`src/rtl/mem_access_unit_pkg.sv`:
```
// Shared definitions for the MEM-stage access unit: access-size encodings,
// FSM state type, data width and the alignment helper.
package mem_access_unit_pkg;

    localparam int DATA_W = 32;

    localparam logic [2:0] F3_B  = 3'b000;
    localparam logic [2:0] F3_H  = 3'b001;
    localparam logic [2:0] F3_W  = 3'b010;
    localparam logic [2:0] F3_BU = 3'b100;
    localparam logic [2:0] F3_HU = 3'b101;

    // Size field is Funct3[1:0]; the sign/zero choice lives in Funct3[2].
    localparam logic [1:0] SZ_B = 2'b00;
    localparam logic [1:0] SZ_H = 2'b01;
    localparam logic [1:0] SZ_W = 2'b10;

    typedef enum logic {
        ST_IDLE = 1'b0,
        ST_BUSY = 1'b1
    } mau_state_e;

    function automatic logic is_misaligned(input logic [2:0] funct3,
                                           input logic [1:0] addr_lo);
        logic r;
        r = 1'b0;
        case (funct3[1:0])
            SZ_H:    r = addr_lo[0];
            SZ_W:    r = |addr_lo;
            default: r = 1'b0;
        endcase
        return r;
    endfunction

endpackage

```
`src/rtl/mem_access_unit_lane_align.sv`:
```
// mem_lane_align: combinational lane steering for the data memory port --
// store replication, byte enables and load extraction with sign/zero extension.
module mem_lane_align
    import mem_access_unit_pkg::*;
(
    input  logic [2:0]        funct3_i,
    input  logic [1:0]        addr_lo_i,
    input  logic [DATA_W-1:0] store_data_i,
    input  logic [DATA_W-1:0] load_word_i,
    output logic [DATA_W-1:0] wdata_o,
    output logic [3:0]        be_o,
    output logic [DATA_W-1:0] load_data_o
);

    logic [7:0]  w_byte;
    logic [15:0] w_half;

    always_comb begin
        w_byte = load_word_i[7:0];
        case (addr_lo_i)
            2'd0: w_byte = load_word_i[7:0];
            2'd1: w_byte = load_word_i[15:8];
            2'd2: w_byte = load_word_i[23:16];
            2'd3: w_byte = load_word_i[31:24];
        endcase
        // Halfword lane follows addr[1] only, so an odd address falls back to its half.
        w_half = addr_lo_i[1] ? load_word_i[31:16] : load_word_i[15:0];
    end

    always_comb begin
        be_o    = 4'b1111;
        wdata_o = store_data_i;
        case (funct3_i[1:0])
            SZ_B: begin
                be_o    = 4'b0001 << addr_lo_i;
                wdata_o = {4{store_data_i[7:0]}};
            end
            SZ_H: begin
                be_o    = 4'b0011 << addr_lo_i;
                wdata_o = {2{store_data_i[15:0]}};
            end
            default: begin
                be_o    = 4'b1111;
                wdata_o = store_data_i;
            end
        endcase
    end

    always_comb begin
        load_data_o = load_word_i;
        case (funct3_i)
            F3_B:    load_data_o = {{24{w_byte[7]}}, w_byte};
            F3_BU:   load_data_o = {24'h000000, w_byte};
            F3_H:    load_data_o = {{16{w_half[15]}}, w_half};
            F3_HU:   load_data_o = {16'h0000, w_half};
            default: load_data_o = load_word_i;
        endcase
    end

endmodule

```
`src/rtl/mem_access_unit.sv`:
```
// MEM pipeline stage: issues one data-memory access at a time, stalls the front
// of the pipe until completion and registers MEM/WB. Option: MISALIGN_TRAP_EN.
module mem_access_unit
    import mem_access_unit_pkg::*;
(
    input  logic              clk_i,
    input  logic              reset_i,
    input  logic              Reg_w_i,
    input  logic              M_to_R_i,
    input  logic              Mem_W_i,
    input  logic              Mem_Rd_i,
    input  logic [2:0]        Funct3_i,
    input  logic [DATA_W-1:0] ALU_result_i,
    input  logic [DATA_W-1:0] Reg2_data_i,
    input  logic [4:0]        RegD_i,
    output logic              dmem_req_o,
    output logic              dmem_we_o,
    output logic [DATA_W-1:0] dmem_addr_o,
    output logic [DATA_W-1:0] dmem_wdata_o,
    output logic [3:0]        dmem_be_o,
    input  logic              dmem_ready_i,
    input  logic [DATA_W-1:0] dmem_rdata_i,
    output logic              Stall_o,
    output logic              Reg_w_o,
    output logic              M_to_R_o,
    output logic [DATA_W-1:0] Read_data_o,
    output logic [DATA_W-1:0] ALU_result_o,
    output logic [4:0]        RegD_o,
`ifdef MISALIGN_TRAP_EN
    output logic              misalign_o,
`endif
    output logic              dbg_state_o
);

    // Memory handshake: dmem_req_o is held high with dmem_we/addr/wdata/be stable
    // from the first BUSY cycle until the cycle in which dmem_ready_i=1; that cycle
    // completes the access and dmem_rdata_i is sampled. ready is ignored in IDLE.

    mau_state_e        r_state;
    logic [DATA_W-1:0] r_addr;
    logic [DATA_W-1:0] r_store_data;
    logic [2:0]        r_funct3;
    logic [4:0]        r_regd;
    logic              r_reg_w;
    logic              r_m_to_r;
    logic              r_is_store;

    logic              r_reg_w_o;
    logic              r_m_to_r_o;
    logic [DATA_W-1:0] r_read_data_o;
    logic [DATA_W-1:0] r_alu_result_o;
    logic [4:0]        r_regd_o;

    logic              w_mem_access;
    logic              w_start;
    logic              w_busy;
    logic [DATA_W-1:0] w_wdata;
    logic [3:0]        w_be;
    logic [DATA_W-1:0] w_load_data;

    assign w_mem_access = Mem_Rd_i | Mem_W_i;
    assign w_busy       = (r_state == ST_BUSY);

`ifdef MISALIGN_TRAP_EN
    logic w_misalign;
    logic r_misalign_o;

    assign w_misalign = is_misaligned(Funct3_i, ALU_result_i[1:0]);
    assign w_start    = w_mem_access & ~w_misalign;
    assign misalign_o = r_misalign_o;
`else
    assign w_start    = w_mem_access;
`endif

    mem_lane_align u_lane_align (
        .funct3_i     (r_funct3),
        .addr_lo_i    (r_addr[1:0]),
        .store_data_i (r_store_data),
        .load_word_i  (dmem_rdata_i),
        .wdata_o      (w_wdata),
        .be_o         (w_be),
        .load_data_o  (w_load_data)
    );

    // Gated by reset so the upstream stages are released the instant reset asserts.
    assign Stall_o = reset_i &
                     (((r_state == ST_IDLE) & w_start) | (w_busy & ~dmem_ready_i));

    assign dmem_req_o   = w_busy;
    assign dmem_we_o    = w_busy & r_is_store;
    assign dmem_addr_o  = w_busy ? {r_addr[DATA_W-1:2], 2'b00} : '0;
    assign dmem_wdata_o = (w_busy & r_is_store) ? w_wdata : '0;
    assign dmem_be_o    = w_busy ? w_be : 4'b0000;

    assign Reg_w_o      = r_reg_w_o;
    assign M_to_R_o     = r_m_to_r_o;
    assign Read_data_o  = r_read_data_o;
    assign ALU_result_o = r_alu_result_o;
    assign RegD_o       = r_regd_o;
    assign dbg_state_o  = w_busy;

    always_ff @(posedge clk_i or negedge reset_i) begin
        if (!reset_i) begin
            r_state        <= ST_IDLE;
            r_addr         <= '0;
            r_store_data   <= '0;
            r_funct3       <= 3'b000;
            r_regd         <= 5'd0;
            r_reg_w        <= 1'b0;
            r_m_to_r       <= 1'b0;
            r_is_store     <= 1'b0;
            r_reg_w_o      <= 1'b0;
            r_m_to_r_o     <= 1'b0;
            r_read_data_o  <= '0;
            r_alu_result_o <= '0;
            r_regd_o       <= 5'd0;
`ifdef MISALIGN_TRAP_EN
            r_misalign_o   <= 1'b0;
`endif
        end else begin
`ifdef MISALIGN_TRAP_EN
            r_misalign_o <= 1'b0;
`endif
            case (r_state)
                ST_IDLE: begin
                    if (w_start) begin
                        r_addr       <= ALU_result_i;
                        r_store_data <= Reg2_data_i;
                        r_funct3     <= Funct3_i;
                        r_regd       <= RegD_i;
                        r_reg_w      <= Reg_w_i;
                        r_m_to_r     <= M_to_R_i;
                        // A simultaneous read+write request resolves to a store.
                        r_is_store   <= Mem_W_i;
                        r_reg_w_o    <= 1'b0;
                        r_m_to_r_o   <= 1'b0;
                        r_state      <= ST_BUSY;
`ifdef MISALIGN_TRAP_EN
                    end else if (w_mem_access) begin
                        r_reg_w_o    <= 1'b0;
                        r_m_to_r_o   <= 1'b0;
                        r_misalign_o <= 1'b1;
`endif
                    end else begin
                        r_reg_w_o      <= Reg_w_i;
                        r_m_to_r_o     <= M_to_R_i;
                        r_alu_result_o <= ALU_result_i;
                        r_regd_o       <= RegD_i;
                        r_read_data_o  <= '0;
                    end
                end
                ST_BUSY: begin
                    if (dmem_ready_i) begin
                        r_reg_w_o      <= r_reg_w;
                        r_m_to_r_o     <= r_m_to_r;
                        r_alu_result_o <= r_addr;
                        r_regd_o       <= r_regd;
                        r_read_data_o  <= r_is_store ? '0 : w_load_data;
                        r_state        <= ST_IDLE;
                    end else begin
                        r_reg_w_o  <= 1'b0;
                        r_m_to_r_o <= 1'b0;
                    end
                end
            endcase
        end
    end

endmodule

```
`config.mk`:
```
export PLATFORM = sky130hd
export DESIGN_NAME = mem_access_unit
export DESIGN_NICKNAME = d
export VERILOG_FILES = /design/src/rtl/mem_access_unit_pkg.sv /design/src/rtl/mem_access_unit_lane_align.sv /design/src/rtl/mem_access_unit.sv
export SDC_FILE = /design/constraint.sdc
export NUM_CORES = 1
export LEC_CHECK = 0
export ABC_AREA = 1
export BUFFER_PORTS_ARGS = -buffer_cell sky130_fd_sc_hd__buf_2
export CAP_MARGIN = 20
export CORE_UTILIZATION = 45
export DETAILED_ROUTE_END_ITERATION = 6
export HOLD_SLACK_MARGIN = 0.06
export PLACE_DENSITY = 0.72
export RECOVER_POWER = 25
export SYNTH_ARGS = -nofsm -noshare
export SYNTH_HDL_FRONTEND = slang
export SYNTH_HIERARCHICAL = 1
export SYNTH_SLANG_ARGS = --single-unit
export TNS_END_PERCENT = 30
```
`constraint.sdc`:
```
create_clock -name clk_i -period 3.8 [get_ports clk_i]
set_input_delay 0.19 -clock clk_i [delete_from_list [all_inputs] [get_ports clk_i]]
set_output_delay 0.19 -clock clk_i [all_outputs]
set_load 0.1 [all_outputs]
```
==> results.cfg <==
[detailed_routing]
drc_errors = 0
first_iter_violations = 500
vias_per_cell = 4.956
firstDrtPassIters = 5
routed_wl_um = 22120
drtAntennaViolNets = 0
wl_per_cell_um = 13.71
num_vias = 7999

[final_layout]
fin_nets = 1487
drive_above_1_share = 0.2160
instances_no_fill = 1614
design_area_um2 = 10440
area_growth_pct = 30.34
final_util = 0.6016
n_antenna_cell = 0

[clock_network]
worstSkewPairLatency_ps = 420
cts_resized = 0
cts_buffers = 17
htree_num_levels = 4
clockBufferDepth = 2
clock_sinks = 147
root_buffer = clkbuf_16
clk_pin_slew_ps = 60
cts_tree = done

[die]
ios = 254
rows = 48
die_w_um = 135.4
die_h_um = 135.4
core_um2 = 17360
initial_utilization = 0.4616
dieArea_um2 = 18340

[logic_synthesis]
ys_seq_area_frac = 0.4592
synth_top_area_frac = 0.4592
syn_inst = 1107
yosysUniqueCellTypes = 29
synth_area_leaders = dfrtp_1, nand2_1, nand3_1, o21ai_0, inv_1
ys_seq_elements = 147
syn_area_per_cell_um2 = 7.237
netlist_area_um2 = 8011
yosysTopAreaCell = dfrtp_1
yosysWarnings = 6

[place]
placed_area_um2 = 9138
routabilityCongestion = 0.8119
dp_cells = 1508
portBuffers = 251
hpwl_um = 14390

[timing]
max_freq_mhz = 323.5
finalSetupViolCount = 0
holdWs_ps = 75.73
tightest_slew_ps = 1199
grt_setup_unrepaired = false
finalCriticalPeriod_ps = 3091
slew_headroom = 0.2039
hold_violations = 0
worst_clock_skew_ps = 6.746
period_share = 0.8134
drv_slew = 0
setup_tns_ps = 0

[setup_path]
arrival_ps = 2900
r2r-start = r_addr[1]
r2r_slack_ps = 1390
rr_endpoint = Read_data_o[9]
critPathLaunchType = flop
reg2reg_depth = 8
worstSetupEndpointType = output port
path_class = flop to output port
cp.required_ps = 3610
path_max_fanout = 63

[hold_path]
hold_class = input pin to flop
hp-start = ALU_result_i[17]
holdPathStages = 3
hold_end = r_addr[17]

[power_and_ir_drop]
power_density_nw_per_um2 = 747.7
ir_worst_vdd_mv = 0.4678
power_leakage_nw = 6.132

[job]
cap_viol_max_count = 0

[global_routing]
grt_pass1_vias = 7372
track_usage = 0.2498
grt_overflow = 0
antenna_found_initial = 0
grt_first_pass_wirelength_um = 36050
grt_max_degree = 72

[run_status]
status = finished clean
-- worst max-delay path, cell delays in order (launching register included) --
cell     delay (ps)
dfrtp_4         850
nand2_1         780
nor2_1          340
buf_2           490
-- state kept, by name (all words and copies together) (netlist names) --
name	count
RegD_o	5
r_m_to_r	1
r_regd	5
Read_data_o	32
dbg_state_o	1
r_addr	32
r_funct3	3
r_reg_w	1
r_store_data	32
r_is_store	1
ALU_result_o	32
M_to_R_o	1
Reg_w_o	1
-- cells in the mapped netlist --
cell / n
nor2_2: 2
nand4_4: 1
nor2_8: 1
nand2_2: 3
nor2_1: 64
clkbuf_1: 25
inv_4: 2
nand2_1: 402
nand3_2: 11
conb_1: 1
inv_2: 2
a21oi_1: 8
nand4_1: 35
buf_1: 3
inv_1: 127
o21ai_1: 8
o21ai_0: 96
nor2_4: 1
buf_6: 9
nand2_4: 3
o211ai_1: 4
buf_8: 1
dfrtp_1: 147
o21bai_1: 2
or2_2: 2
nand3_1: 100
buf_2: 23
buf_4: 23
o21ai_2: 1
-- report_power, final --
group	switching, mW	internal, mW
logic	3.24	0.675
clock network	0.675	1.01
registers	0.289	1.92
-- cells in the final DEF, fill, tap and decap left out, types with 3 or more instances in the layout --
master / Yosys / layout
nand2_1: 402 / 402
buf_2: 23 / 230
dfrtp_1: 147 / 145
inv_1: 127 / 127
nand3_1: 100 / 100
o21ai_0: 96 / 96
dlygate4sd3_1: 0 / 74
nor2_1: 64 / 64
nand4_1: 35 / 35
clkbuf_1: 25 / 22
clkbuf_16: 0 / 17
nand3_2: 11 / 11
o21ai_1: 8 / 8
buf_4: 23 / 8
a21oi_1: 8 / 8
o211ai_1: 4 / 4
nand2_4: 3 / 3
nand2_2: 3 / 3
inv_6: 0 / 3
-- how the worst max path moves through the flow --
stage	from	endpoint	cells after the start
detailed placement	dbg_state_o	dmem_wdata_o[16]	3
global placement	dbg_state_o	dmem_wdata_o[28]	3
CTS	dbg_state_o	dmem_wdata_o[16]	3
global route	dbg_state_o	dmem_wdata_o[20]	3
floorplan	dbg_state_o	dmem_wdata_o[22]	5
finish	dbg_state_o	dmem_wdata_o[8]	3
-- routing by layer --
metal	routed length [µm]	track usage
met4	490	0.1061
met5	0	0
met1	10220	0.3421
met2	10220	0.3892
met3	1200	0.04340
-- through the flow --
stage | setup WS [ps] | power (mW)
2_1_floorplan | 678.5 | 5.475
3_3_place_gp | 1364 | 6.065
3_5_place_dp | 1226 | 6.096
4_1_cts | 771.2 | 7.853
5_1_grt | 513.2 | 8.199
6_report | 708.9 | 7.808
-- cells by family after synthesis --
kind of cell | Yosys count | synth area share
flip-flops | 147 | 0.4592
buffers and inverters | 215 | 0.1256
AO/OA/AOI/OAI | 119 | 0.07668
AND/OR/NAND/NOR | 625 | 0.3381
other | 1 | 0.0004681
-- layout make-up --
type                       count  area (µm²)
fill                        1583        6914
sequential                   147        3684
multi-input combinational    746        3338
timing repair buffer         333        2054
inverter                     131       496.7
clock buffer                  22       464.2
tap                          225       281.5
clock inverter                10       123.9
-- repair_timing --
action,in CTS,in global routing
hold buffers,74,0
endpoints found under the hold margin,127,0
buffers inserted,0,0
No activity file was read; power rests on OpenSTA's default activity.
